File: src/rtl/rgb_pkg.sv
// rgb_pkg: shared definitions for the RGB expansion pipeline.
//   mode_e     - output mode encodings (RGB, grayscale, colour bars, reserved)
//   NUM_BARS   - number of vertical colour bars across the active line
//   bar_width  - pixels per colour bar for a given active line length
package rgb_pkg;

    typedef enum logic [1:0] {
        MODE_RGB  = 2'd0,
        MODE_GRAY = 2'd1,
        MODE_BARS = 2'd2,
        MODE_RSVD = 2'd3
    } mode_e;

    localparam int NUM_BARS = 8;

    // Bar width is the active line split evenly into NUM_BARS bars.
    function automatic int bar_width(input int h_active);
        return h_active / NUM_BARS;
    endfunction

endpackage

File: src/rtl/chan_expand.sv
// chan_expand: combinational MSB-aligned bit replication of one colour channel.
// The IN_BITS input pattern is repeated from the MSB downwards and truncated
// to OUT_BITS, so full scale maps to full scale and zero maps to zero.
//   din  in  IN_BITS   narrow channel value
//   dout out OUT_BITS  expanded channel value
module chan_expand #(
    parameter int IN_BITS  = 4,
    parameter int OUT_BITS = 8
) (
    input  logic [IN_BITS-1:0]  din,
    output logic [OUT_BITS-1:0] dout
);

    // Output bit i (counted from the MSB) takes input bit (i mod IN_BITS) from the MSB.
    always_comb begin
        dout = {OUT_BITS{1'b0}};
        for (int i = 0; i < OUT_BITS; i++) begin
            dout[OUT_BITS-1-i] = din[IN_BITS-1-(i % IN_BITS)];
        end
    end

endmodule

File: src/rtl/rgb_expand_pipe.sv
// rgb_expand_pipe: two-stage pixel pipeline expanding IN_BITS-per-channel RGB
// to OUT_BITS-per-channel, with grayscale and colour-bar test modes.
//   clk        in   sole clock, rising edge
//   rst_n      in   asynchronous active-low reset
//   mode       in   0 RGB, 1 gray from green, 2 colour bars, 3 reserved (black)
//   din        in   packed {R,G,B}, IN_BITS each, R in the MSBs
//   din_valid  in   din/nblank/syncs qualify this cycle
//   nblank     in   1 = display area
//   hsync_in   in   horizontal sync
//   vsync_in   in   vertical sync; its rising edge latches mode
//   r, g, b    out  expanded channels, 2 cycles after din
//   dout_valid, nblank_out, hsync_out, vsync_out  out  inputs delayed 2 cycles
module rgb_expand_pipe
    import rgb_pkg::*;
#(
    parameter int IN_BITS  = 4,
    parameter int OUT_BITS = 8,
    parameter int H_ACTIVE = 640
) (
    input  logic                  clk,
    input  logic                  rst_n,
    input  logic [1:0]            mode,
    input  logic [3*IN_BITS-1:0]  din,
    input  logic                  din_valid,
    input  logic                  nblank,
    input  logic                  hsync_in,
    input  logic                  vsync_in,
    output logic [OUT_BITS-1:0]   r,
    output logic [OUT_BITS-1:0]   g,
    output logic [OUT_BITS-1:0]   b,
    output logic                  dout_valid,
    output logic                  nblank_out,
    output logic                  hsync_out,
    output logic                  vsync_out
);

    localparam int                XW    = $clog2(H_ACTIVE);
    localparam int                BAR_W = bar_width(H_ACTIVE);
    localparam logic [XW-1:0]     X_MAX = XW'(H_ACTIVE - 1);
    localparam logic [XW-1:0]     X_ONE = {{(XW-1){1'b0}}, 1'b1};
    localparam logic [XW-1:0]     BAR_W_X = XW'(BAR_W);
    localparam logic [OUT_BITS-1:0] ONES = {OUT_BITS{1'b1}};
    localparam logic [OUT_BITS-1:0] ZERO = {OUT_BITS{1'b0}};

    logic [IN_BITS-1:0]  r_in_s;
    logic [IN_BITS-1:0]  g_in_s;
    logic [IN_BITS-1:0]  b_in_s;
    logic [OUT_BITS-1:0] r_exp_s;
    logic [OUT_BITS-1:0] g_exp_s;
    logic [OUT_BITS-1:0] b_exp_s;
    logic [OUT_BITS-1:0] sel_r_s;
    logic [OUT_BITS-1:0] sel_g_s;
    logic [OUT_BITS-1:0] sel_b_s;
    logic [2:0]          bar_idx_s;

    logic [XW-1:0]       x_cnt_r;
    logic                vs_prev_r;
    mode_e               mode_act_r;

    logic [OUT_BITS-1:0] s1_r_r;
    logic [OUT_BITS-1:0] s1_g_r;
    logic [OUT_BITS-1:0] s1_b_r;
    logic                s1_valid_r;
    logic                s1_nblank_r;
    logic                s1_hsync_r;
    logic                s1_vsync_r;

    assign r_in_s = din[3*IN_BITS-1 -: IN_BITS];
    assign g_in_s = din[2*IN_BITS-1 -: IN_BITS];
    assign b_in_s = din[IN_BITS-1   -: IN_BITS];

    chan_expand #(.IN_BITS(IN_BITS), .OUT_BITS(OUT_BITS)) u_exp_r (.din(r_in_s), .dout(r_exp_s));
    chan_expand #(.IN_BITS(IN_BITS), .OUT_BITS(OUT_BITS)) u_exp_g (.din(g_in_s), .dout(g_exp_s));
    chan_expand #(.IN_BITS(IN_BITS), .OUT_BITS(OUT_BITS)) u_exp_b (.din(b_in_s), .dout(b_exp_s));

    // Bar index of the pixel presented this cycle; x_cnt never exceeds H_ACTIVE-1 so this stays 0..7.
    assign bar_idx_s = 3'(x_cnt_r / BAR_W_X);

    // Horizontal position: count active pixels, clear on a valid blank pixel, saturate at line end.
    always_ff @(posedge clk or negedge rst_n) begin
        if (!rst_n) begin
            x_cnt_r <= {XW{1'b0}};
        end else if (din_valid) begin
            if (!nblank) begin
                x_cnt_r <= {XW{1'b0}};
            end else if (x_cnt_r != X_MAX) begin
                x_cnt_r <= x_cnt_r + X_ONE;
            end else begin
                x_cnt_r <= x_cnt_r;
            end
        end else begin
            x_cnt_r <= x_cnt_r;
        end
    end

    // Frame-synchronous mode: latch the mode input only on a vsync rising edge.
    always_ff @(posedge clk or negedge rst_n) begin
        if (!rst_n) begin
            vs_prev_r  <= 1'b0;
            mode_act_r <= MODE_RGB;
        end else begin
            vs_prev_r <= vsync_in;
            if (!vs_prev_r && vsync_in) begin
                mode_act_r <= mode_e'(mode);
            end else begin
                mode_act_r <= mode_act_r;
            end
        end
    end

    // Per-mode channel selection for the pixel entering stage 1.
    always_comb begin
        sel_r_s = ZERO;
        sel_g_s = ZERO;
        sel_b_s = ZERO;
        case (mode_act_r)
            MODE_RGB: begin
                sel_r_s = r_exp_s;
                sel_g_s = g_exp_s;
                sel_b_s = b_exp_s;
            end
            MODE_GRAY: begin
                sel_r_s = g_exp_s;
                sel_g_s = g_exp_s;
                sel_b_s = g_exp_s;
            end
            MODE_BARS: begin
                sel_r_s = bar_idx_s[2] ? ONES : ZERO;
                sel_g_s = bar_idx_s[1] ? ONES : ZERO;
                sel_b_s = bar_idx_s[0] ? ONES : ZERO;
            end
            MODE_RSVD: begin
                sel_r_s = ZERO;
                sel_g_s = ZERO;
                sel_b_s = ZERO;
            end
            default: begin
                sel_r_s = ZERO;
                sel_g_s = ZERO;
                sel_b_s = ZERO;
            end
        endcase
    end

    // Stage 1: register the selected colour and the control/sync bits.
    always_ff @(posedge clk or negedge rst_n) begin
        if (!rst_n) begin
            s1_r_r      <= ZERO;
            s1_g_r      <= ZERO;
            s1_b_r      <= ZERO;
            s1_valid_r  <= 1'b0;
            s1_nblank_r <= 1'b0;
            s1_hsync_r  <= 1'b0;
            s1_vsync_r  <= 1'b0;
        end else begin
            s1_r_r      <= sel_r_s;
            s1_g_r      <= sel_g_s;
            s1_b_r      <= sel_b_s;
            s1_valid_r  <= din_valid;
            s1_nblank_r <= nblank;
            s1_hsync_r  <= hsync_in;
            s1_vsync_r  <= vsync_in;
        end
    end

    // Stage 2: blank colour outside the display area and drive the registered outputs.
    always_ff @(posedge clk or negedge rst_n) begin
        if (!rst_n) begin
            r          <= ZERO;
            g          <= ZERO;
            b          <= ZERO;
            dout_valid <= 1'b0;
            nblank_out <= 1'b0;
            hsync_out  <= 1'b0;
            vsync_out  <= 1'b0;
        end else begin
            r          <= s1_nblank_r ? s1_r_r : ZERO;
            g          <= s1_nblank_r ? s1_g_r : ZERO;
            b          <= s1_nblank_r ? s1_b_r : ZERO;
            dout_valid <= s1_valid_r;
            nblank_out <= s1_nblank_r;
            hsync_out  <= s1_hsync_r;
            vsync_out  <= s1_vsync_r;
        end
    end

endmodule

File: config.mk
export PLATFORM = sky130hd
export DESIGN_NAME = rgb_expand_pipe
export DESIGN_NICKNAME = d
export VERILOG_FILES = /design/src/rtl/rgb_pkg.sv /design/src/rtl/chan_expand.sv /design/src/rtl/rgb_expand_pipe.sv
export SDC_FILE = /design/constraint.sdc
export NUM_CORES = 1
export LEC_CHECK = 0
export ABC_CLOCK_PERIOD_IN_PS = 1810
export BUFFER_PORTS_ARGS = -buffer_cell sky130_fd_sc_hd__buf_4
export CAP_MARGIN = 5
export CORE_ASPECT_RATIO = 1.75
export CORE_MARGIN = 2
export CORE_UTILIZATION = 45
export DETAILED_ROUTE_END_ITERATION = 8
export PLACE_DENSITY = 0.71
export SETUP_SLACK_MARGIN = 0.1
export SLEW_MARGIN = 20
export SYNTH_ARGS = -nofsm -noshare
export SYNTH_HDL_FRONTEND = slang
export SYNTH_SLANG_ARGS = --single-unit
File: constraint.sdc
create_clock -name clk -period 1.81 [get_ports clk]
set_input_delay 0.0905 -clock clk [delete_from_list [all_inputs] [get_ports clk]]
set_output_delay 0.0905 -clock clk [all_outputs]
set_load 0.01 [all_outputs]
**Word level (Yosys, flattened, before mapping)**

Index checks and enable logic that the tools add are counted.

- Flip-flop bits (word level): 68
- Bits in latches: 0
- Memory bits (writable): 0
- Memory bits (read-only): 0
- Input bits: 20
- Word-level logic and storage cells: 39
- Memories kept: 0

- Add/sub/neg operators: 1
- Multipliers: 0
- Divide/modulo/power cells: 1
- $lt $le $gt $ge: 0
- Equality and inequality tests: 5
- Shifts and indexed selects: 0
- Multiplexer cells: 11
- Bitwise logic cells: 0
- Reductions and logical operators: 5

Operators by type and width:

| kind | count |
|---|---|
| case mux 8 bit (4 select lines) | 2 |
| two-way mux 8 bit | 6 |
| case mux 8 bit (3 select lines) | 1 |
| two-way mux 10 bit | 2 |
| adder 10 x 1 -> 10 bit, second input constant | 1 |
| divider 10 x 7 -> 10 bit, second input constant | 1 |
| inequality test 10 bit, second input constant | 1 |
| equality test 2 bit, second input constant | 2 |
| equality test 2 x 1 -> 1 bit, second input constant | 1 |
| zero test 2 bit | 1 |
| inequality test 2 x 1 -> 1 bit, second input constant | 1 |
| AND reduction 2 bit | 1 |
| OR reduction 2 bit | 1 |
| logical AND 1 bit | 1 |
| zero test 1 bit | 1 |

**Logic depth before layout (Yosys ltp)**

- Depth after elaboration: 3
- Mapped depth: 6

**Cells and area by module**

A second synthesis with hierarchy kept.

- Cell total of the unflattened synthesis: 259
- Area total of the unflattened synthesis: 2999.1 um^2

Modules (own cells, without submodules):

| module | times used | cells each | area each (um^2) | sequential area each (um^2) |
|---|---|---|---|---|
| rgb_expand_pipe | 1 | 235 | 2819.0 | 1701.6 |
| chan_expand | 3 | 8 | 60.1 | 0.0 |

**Worst setup path before layout**

OpenSTA, ideal clock, no wires.

- Kind: register -> register
- Start: reg x_cnt_r[6]
- End: reg s1_b_r[3]
- Library setup time: 135 ps
- Arrival: 1425 ps
- Required time: 1675 ps
- Path slack: 249 ps
- Stages on the path, launching flop included: 6
- Cell sequence: dfrtp_1 -> buf_2 -> or4b_1 -> a21oi_1 -> o41a_1 -> o22ai_1

- Word-level cells in the longest chain between the ends: 3

Ends and longest elaborated chain:

| element | line | source |
|---|---|---|
| start, declared | rgb_expand_pipe.sv:56 | `logic [XW-1:0] x_cnt_r;` |
| start signal, assigned | rgb_expand_pipe.sv:82 | `x_cnt_r <= {XW{1'b0}};` |
| start signal, assigned | rgb_expand_pipe.sv:85 | `x_cnt_r <= {XW{1'b0}};` |
| start signal, assigned | rgb_expand_pipe.sv:87 | `x_cnt_r <= x_cnt_r + X_ONE;` |
| divider 10 x 7 -> 10 bit | rgb_expand_pipe.sv:77 | `assign bar_idx_s = 3'(x_cnt_r / BAR_W_X);` |
| two-way mux 8 bit | rgb_expand_pipe.sv:130 | `sel_b_s = bar_idx_s[0] ? ONES : ZERO;` |
| case mux 8 bit (4 select lines) | rgb_expand_pipe.sv:116 | `case (mode_act_r)` |
| net sel_b_s[3] | rgb_expand_pipe.sv:53 | `logic [OUT_BITS-1:0] sel_b_s;` |
| end signal, assigned | rgb_expand_pipe.sv:158 | `s1_b_r <= sel_b_s;` |
| end, declared | rgb_expand_pipe.sv:62 | `logic [OUT_BITS-1:0] s1_b_r;` |

The timed path passes the listed nets, and every way through them passes these cells.
A chain may end at the register's enable or synchronous reset.

**Worst setup path after layout**

- Start: in nblank
- End: reg x_cnt_r[5]

- Word-level cells in the longest chain between the ends: 2

Ends and longest elaborated chain:

| element | line | source |
|---|---|---|
| start, declared | rgb_expand_pipe.sv:25 | `input logic nblank,` |
| inequality test 2 x 1 -> 1 bit (no source line) | - |  |
| AND reduction 2 bit (no source line) | - |  |

Parallel ways exist; a longest one is shown, timed or not.

==> run_results.csv <==
group,metric,value,unit
clocking,clkLatencyLatePin,0.29,ns
drt,wl_per_cell,14.29,µm
critical_path,r2r_slack,0.12,ns
timing,finalClockSkew,0.005255,ns
global_routing,grt_max_degree,45,
power_and_ir_drop,clock_power_share,32.9,%
clocking,h-tree-depth,2,
timing,rsz0062_at_grt,"yes",
finish,area_delta_synth_final,27.75,%
finish,regArea,1106,µm²
timing,fin_crit,1.692,ns
clocking,cts-root-buf,"clkbuf_8",
floorplan,initial_core_util,46.59,%
critical_path,worst_r2r_path_depth,4,
critical_path,start_kind,"input port",
synth,syn_inst,190,
clocking,numCtsBuffers,5,
timing,setup_tns,0,ns
clocking,clk_pin_slew,0.08,ns
timing,hold_viol,0,
power_and_ir_drop,total_power,2214,µW
critical_path,crit_type,"input port to flop",
clocking,clk_path_buf_depth,2,
timing,period_share,93.50,%
timing,hold_ws,0.02906,ns
drt,drt_iter0_markers,23,
placed_design,hpwl,2959,µm
finish,drive_gt1_share,33.88,%
global_routing,overflow,0,
synth,synth_nets,212,
placed_design,placed_cell_area,2371,µm²
critical_path,cp_data_arrival_time,1.88,ns
clocking,cts_sinks,44,
placed_design,io_buffers,47,
finish,stdcell_area,2597,µm²
synth,syn_area_per_cell,10.70,µm²
placed_design,place_congestion,0.8234,
placed_design,dp_slack,0.08564,ns
power_and_ir_drop,combPwrFrac,16.0,%
critical_path,rr_endpoint,"x_cnt_r[5]",
worst_hold_path,whs_path_depth,2,
global_routing,grt_pass1_wl,6541,µm
job,maxCapViolations,0,
global_routing,grt_pass1_vias,1540,
worst_hold_path,hold_end,"mode_act_r[0]",
floorplan,dieArea,5093,µm²
floorplan,boundaryPins,48,
finish,n_antenna_cell,0,
floorplan,die_x,54.81,µm
timing,timing.fmax,0.5909,GHz
finish,final_cell_mix,"buf_4 (61), dfrtp_1 (40), o21ai_0 (16)",
synth,ys_dominant_reg_cell,"dfrtp_1",
synth,yosys_warnings,0,
finish,final_common_cell,"buf_4",
synth,synth_cell_types,43,
power_and_ir_drop,powerDensity,852.3,nW/µm²
drt,wl,4186,µm
critical_path,endpoint_kind,"flop",
worst_hold_path,hold_path_class,"input port to flop",
floorplan,fp-row-count,32,
synth,synth-seq-cells,44,
global_routing,grt_use_total,17.74,%
power_and_ir_drop,p_sw,544.2,µW
finish,nFillCells,372,
clocking,cts_tree,"yes",
power_and_ir_drop,internal_power,1670,µW
finish,multiInputGateArea,750.7,µm²
drt,dr_total_vias,1565,
synth,synth_area,2033,µm²
global_routing,antenna_found_initial,0,
synth,synth-edff-count,0,
timing,finalMaxSlewViolations,0,
timing,fin_ws,0.1177,ns
power_and_ir_drop,netSwitchingFraction,24.58,%
power_and_ir_drop,p_seq_share,51.1,%
critical_path,crit_fanout,11,
power_and_ir_drop,cellLeakagePower,0.001258,µW
floorplan,die_h,92.92,µm
run_status,status,"completed",
floorplan,fp.coreArea,4364,µm²
drt,drtAntennaViolNets,0,
critical_path,cp.required,1.99,ns
timing,max-slew-margin-rel,63.94,%
critical_path,r2r-start,"x_cnt_r[9]",
timing,worst_slew_pin_slew,0.5409,ns
timing,setup_viol,0,
synth,async_flop_share,100.0,%
worst_hold_path,holdCritStartpoint,"mode[0]",
drt,first_pass_iters,4,
synth,ys_seq_area_share,54.15,%
finish,nets,263,
drt,post_drt_via_cell_ratio,5.341,
power_and_ir_drop,ir_worst_vdd,0.5582,mV
drt,drc,0,
==> area by class of cell <==
type / instances / area share, %
Clock buffer: 6 / 2.794
Timing Repair Buffer: 68 / 20.18
Sequential cell: 44 / 42.58
Inverter: 12 / 1.734
Multi-Input combinational cell: 110 / 28.90
Tap cell: 51 / 2.457
Clock inverter: 2 / 1.349
==> state kept, by name (all words and copies together) (netlist names) <==
| register | count |
|---|---|
| s1_b_r | 4 |
| s1_vsync_r | 1 |
| s1_valid_r | 1 |
| hsync_out | 1 |
| b | 4 |
| mode_act_r | 2 |
| nblank_out | 1 |
| s1_hsync_r | 1 |
| dout_valid | 1 |
| r | 4 |
| g | 4 |
| s1_r_r | 4 |
| x_cnt_r | 10 |
| vsync_out | 1 |
| s1_nblank_r | 1 |
| s1_g_r | 4 |
==> worst max path at each step <==
stage                     startpoint          to  slack (ns)  cells past startpoint
after floorplan           x_cnt_r[6]   s1_b_r[3]        0.25                      5
after global placement    x_cnt_r[5]   s1_b_r[3]        0.13                      4
after detailed placement  x_cnt_r[5]   s1_b_r[3]        0.09                      4
after CTS                 x_cnt_r[5]   s1_b_r[3]        0.11                      4
after global routing      x_cnt_r[9]  x_cnt_r[9]        0.06                      4
final                         nblank  x_cnt_r[5]        0.12                      6
==> cells in the mapped netlist, drive strengths merged (3+ instances only) <==
master	count	share of area [%]
o22ai	4	1.2
nor2b	4	1.2
o21ai	17	4.2
a21oi	9	2.2
clkbuf	7	1.3
and2	12	3.7
mux2	3	1.7
nor2	6	1.1
dfrtp	44	54
nand2	9	1.7
inv	12	2.2
buf	17	5.9
nand2b	3	0.92
mux2i	11	5.4
nand3	4	0.98
==> stage by stage <==
| stage | std cells | utilization [%] |
|---|---|---|
| floorplan | 190 | - |
| global placement | 273 | 54.33 |
| detailed placement | 273 | 54.33 |
| CTS | 286 | 58.00 |
| global route | 293 | 59.52 |
| finish | 293 | 59.52 |
==> power by group through the flow <==
stage | clock (µW) | sequential, µW | combinational, µW
after CTS | 754 | 1130 | 343
final | 729 | 1130 | 354
after global placement | 0 | 1150 | 328
after global routing | 781 | 1150 | 397
after floorplan | 0 | 1130 | 201
after detailed placement | 0 | 1150 | 334
==> logic make-up after synthesis <==
kind of cell / count (synthesis) / share of synthesized area [%]
AOI/OAI and AO/OA: 44 / 13.72
xor gates and xnor gates: 1 / 0.4308
adders and majority gates: 2 / 1.231
buffers and inverters: 36 / 9.415
DFF: 44 / 54.15
muxes: 14 / 7.077
and+or+nand+nor: 49 / 13.97
==> what timing repair did <==
item | CTS | global route
pin swaps | 0 | 2
hold buffers | 5 | 0
endpoints found under the hold margin | 48 | 0
endpoints found under the setup margin | 5 | 13
resized for setup | 2 | 7
buffers inserted | 0 | 7
==> routing by layer <==
metal,share of wire [%],wire length (µm),track usage (%),vias up
met5,0,0,0,-
met3,4.9,204,3.710,8
li1,-,-,-,745
met2,58,2412,32.84,49
met4,2.4,100,9.583,0
met1,35,1469,16.45,763
==> worst max-delay path: stages <==
cell	delay, ns
dlygate4sd3_1	0.55
buf_6	0.15
and4bb_4	0.22
a311o_1	0.40
nor2_1	0.13
mux2_2	0.33
Note: power is estimated with default switching activity, not from simulation.
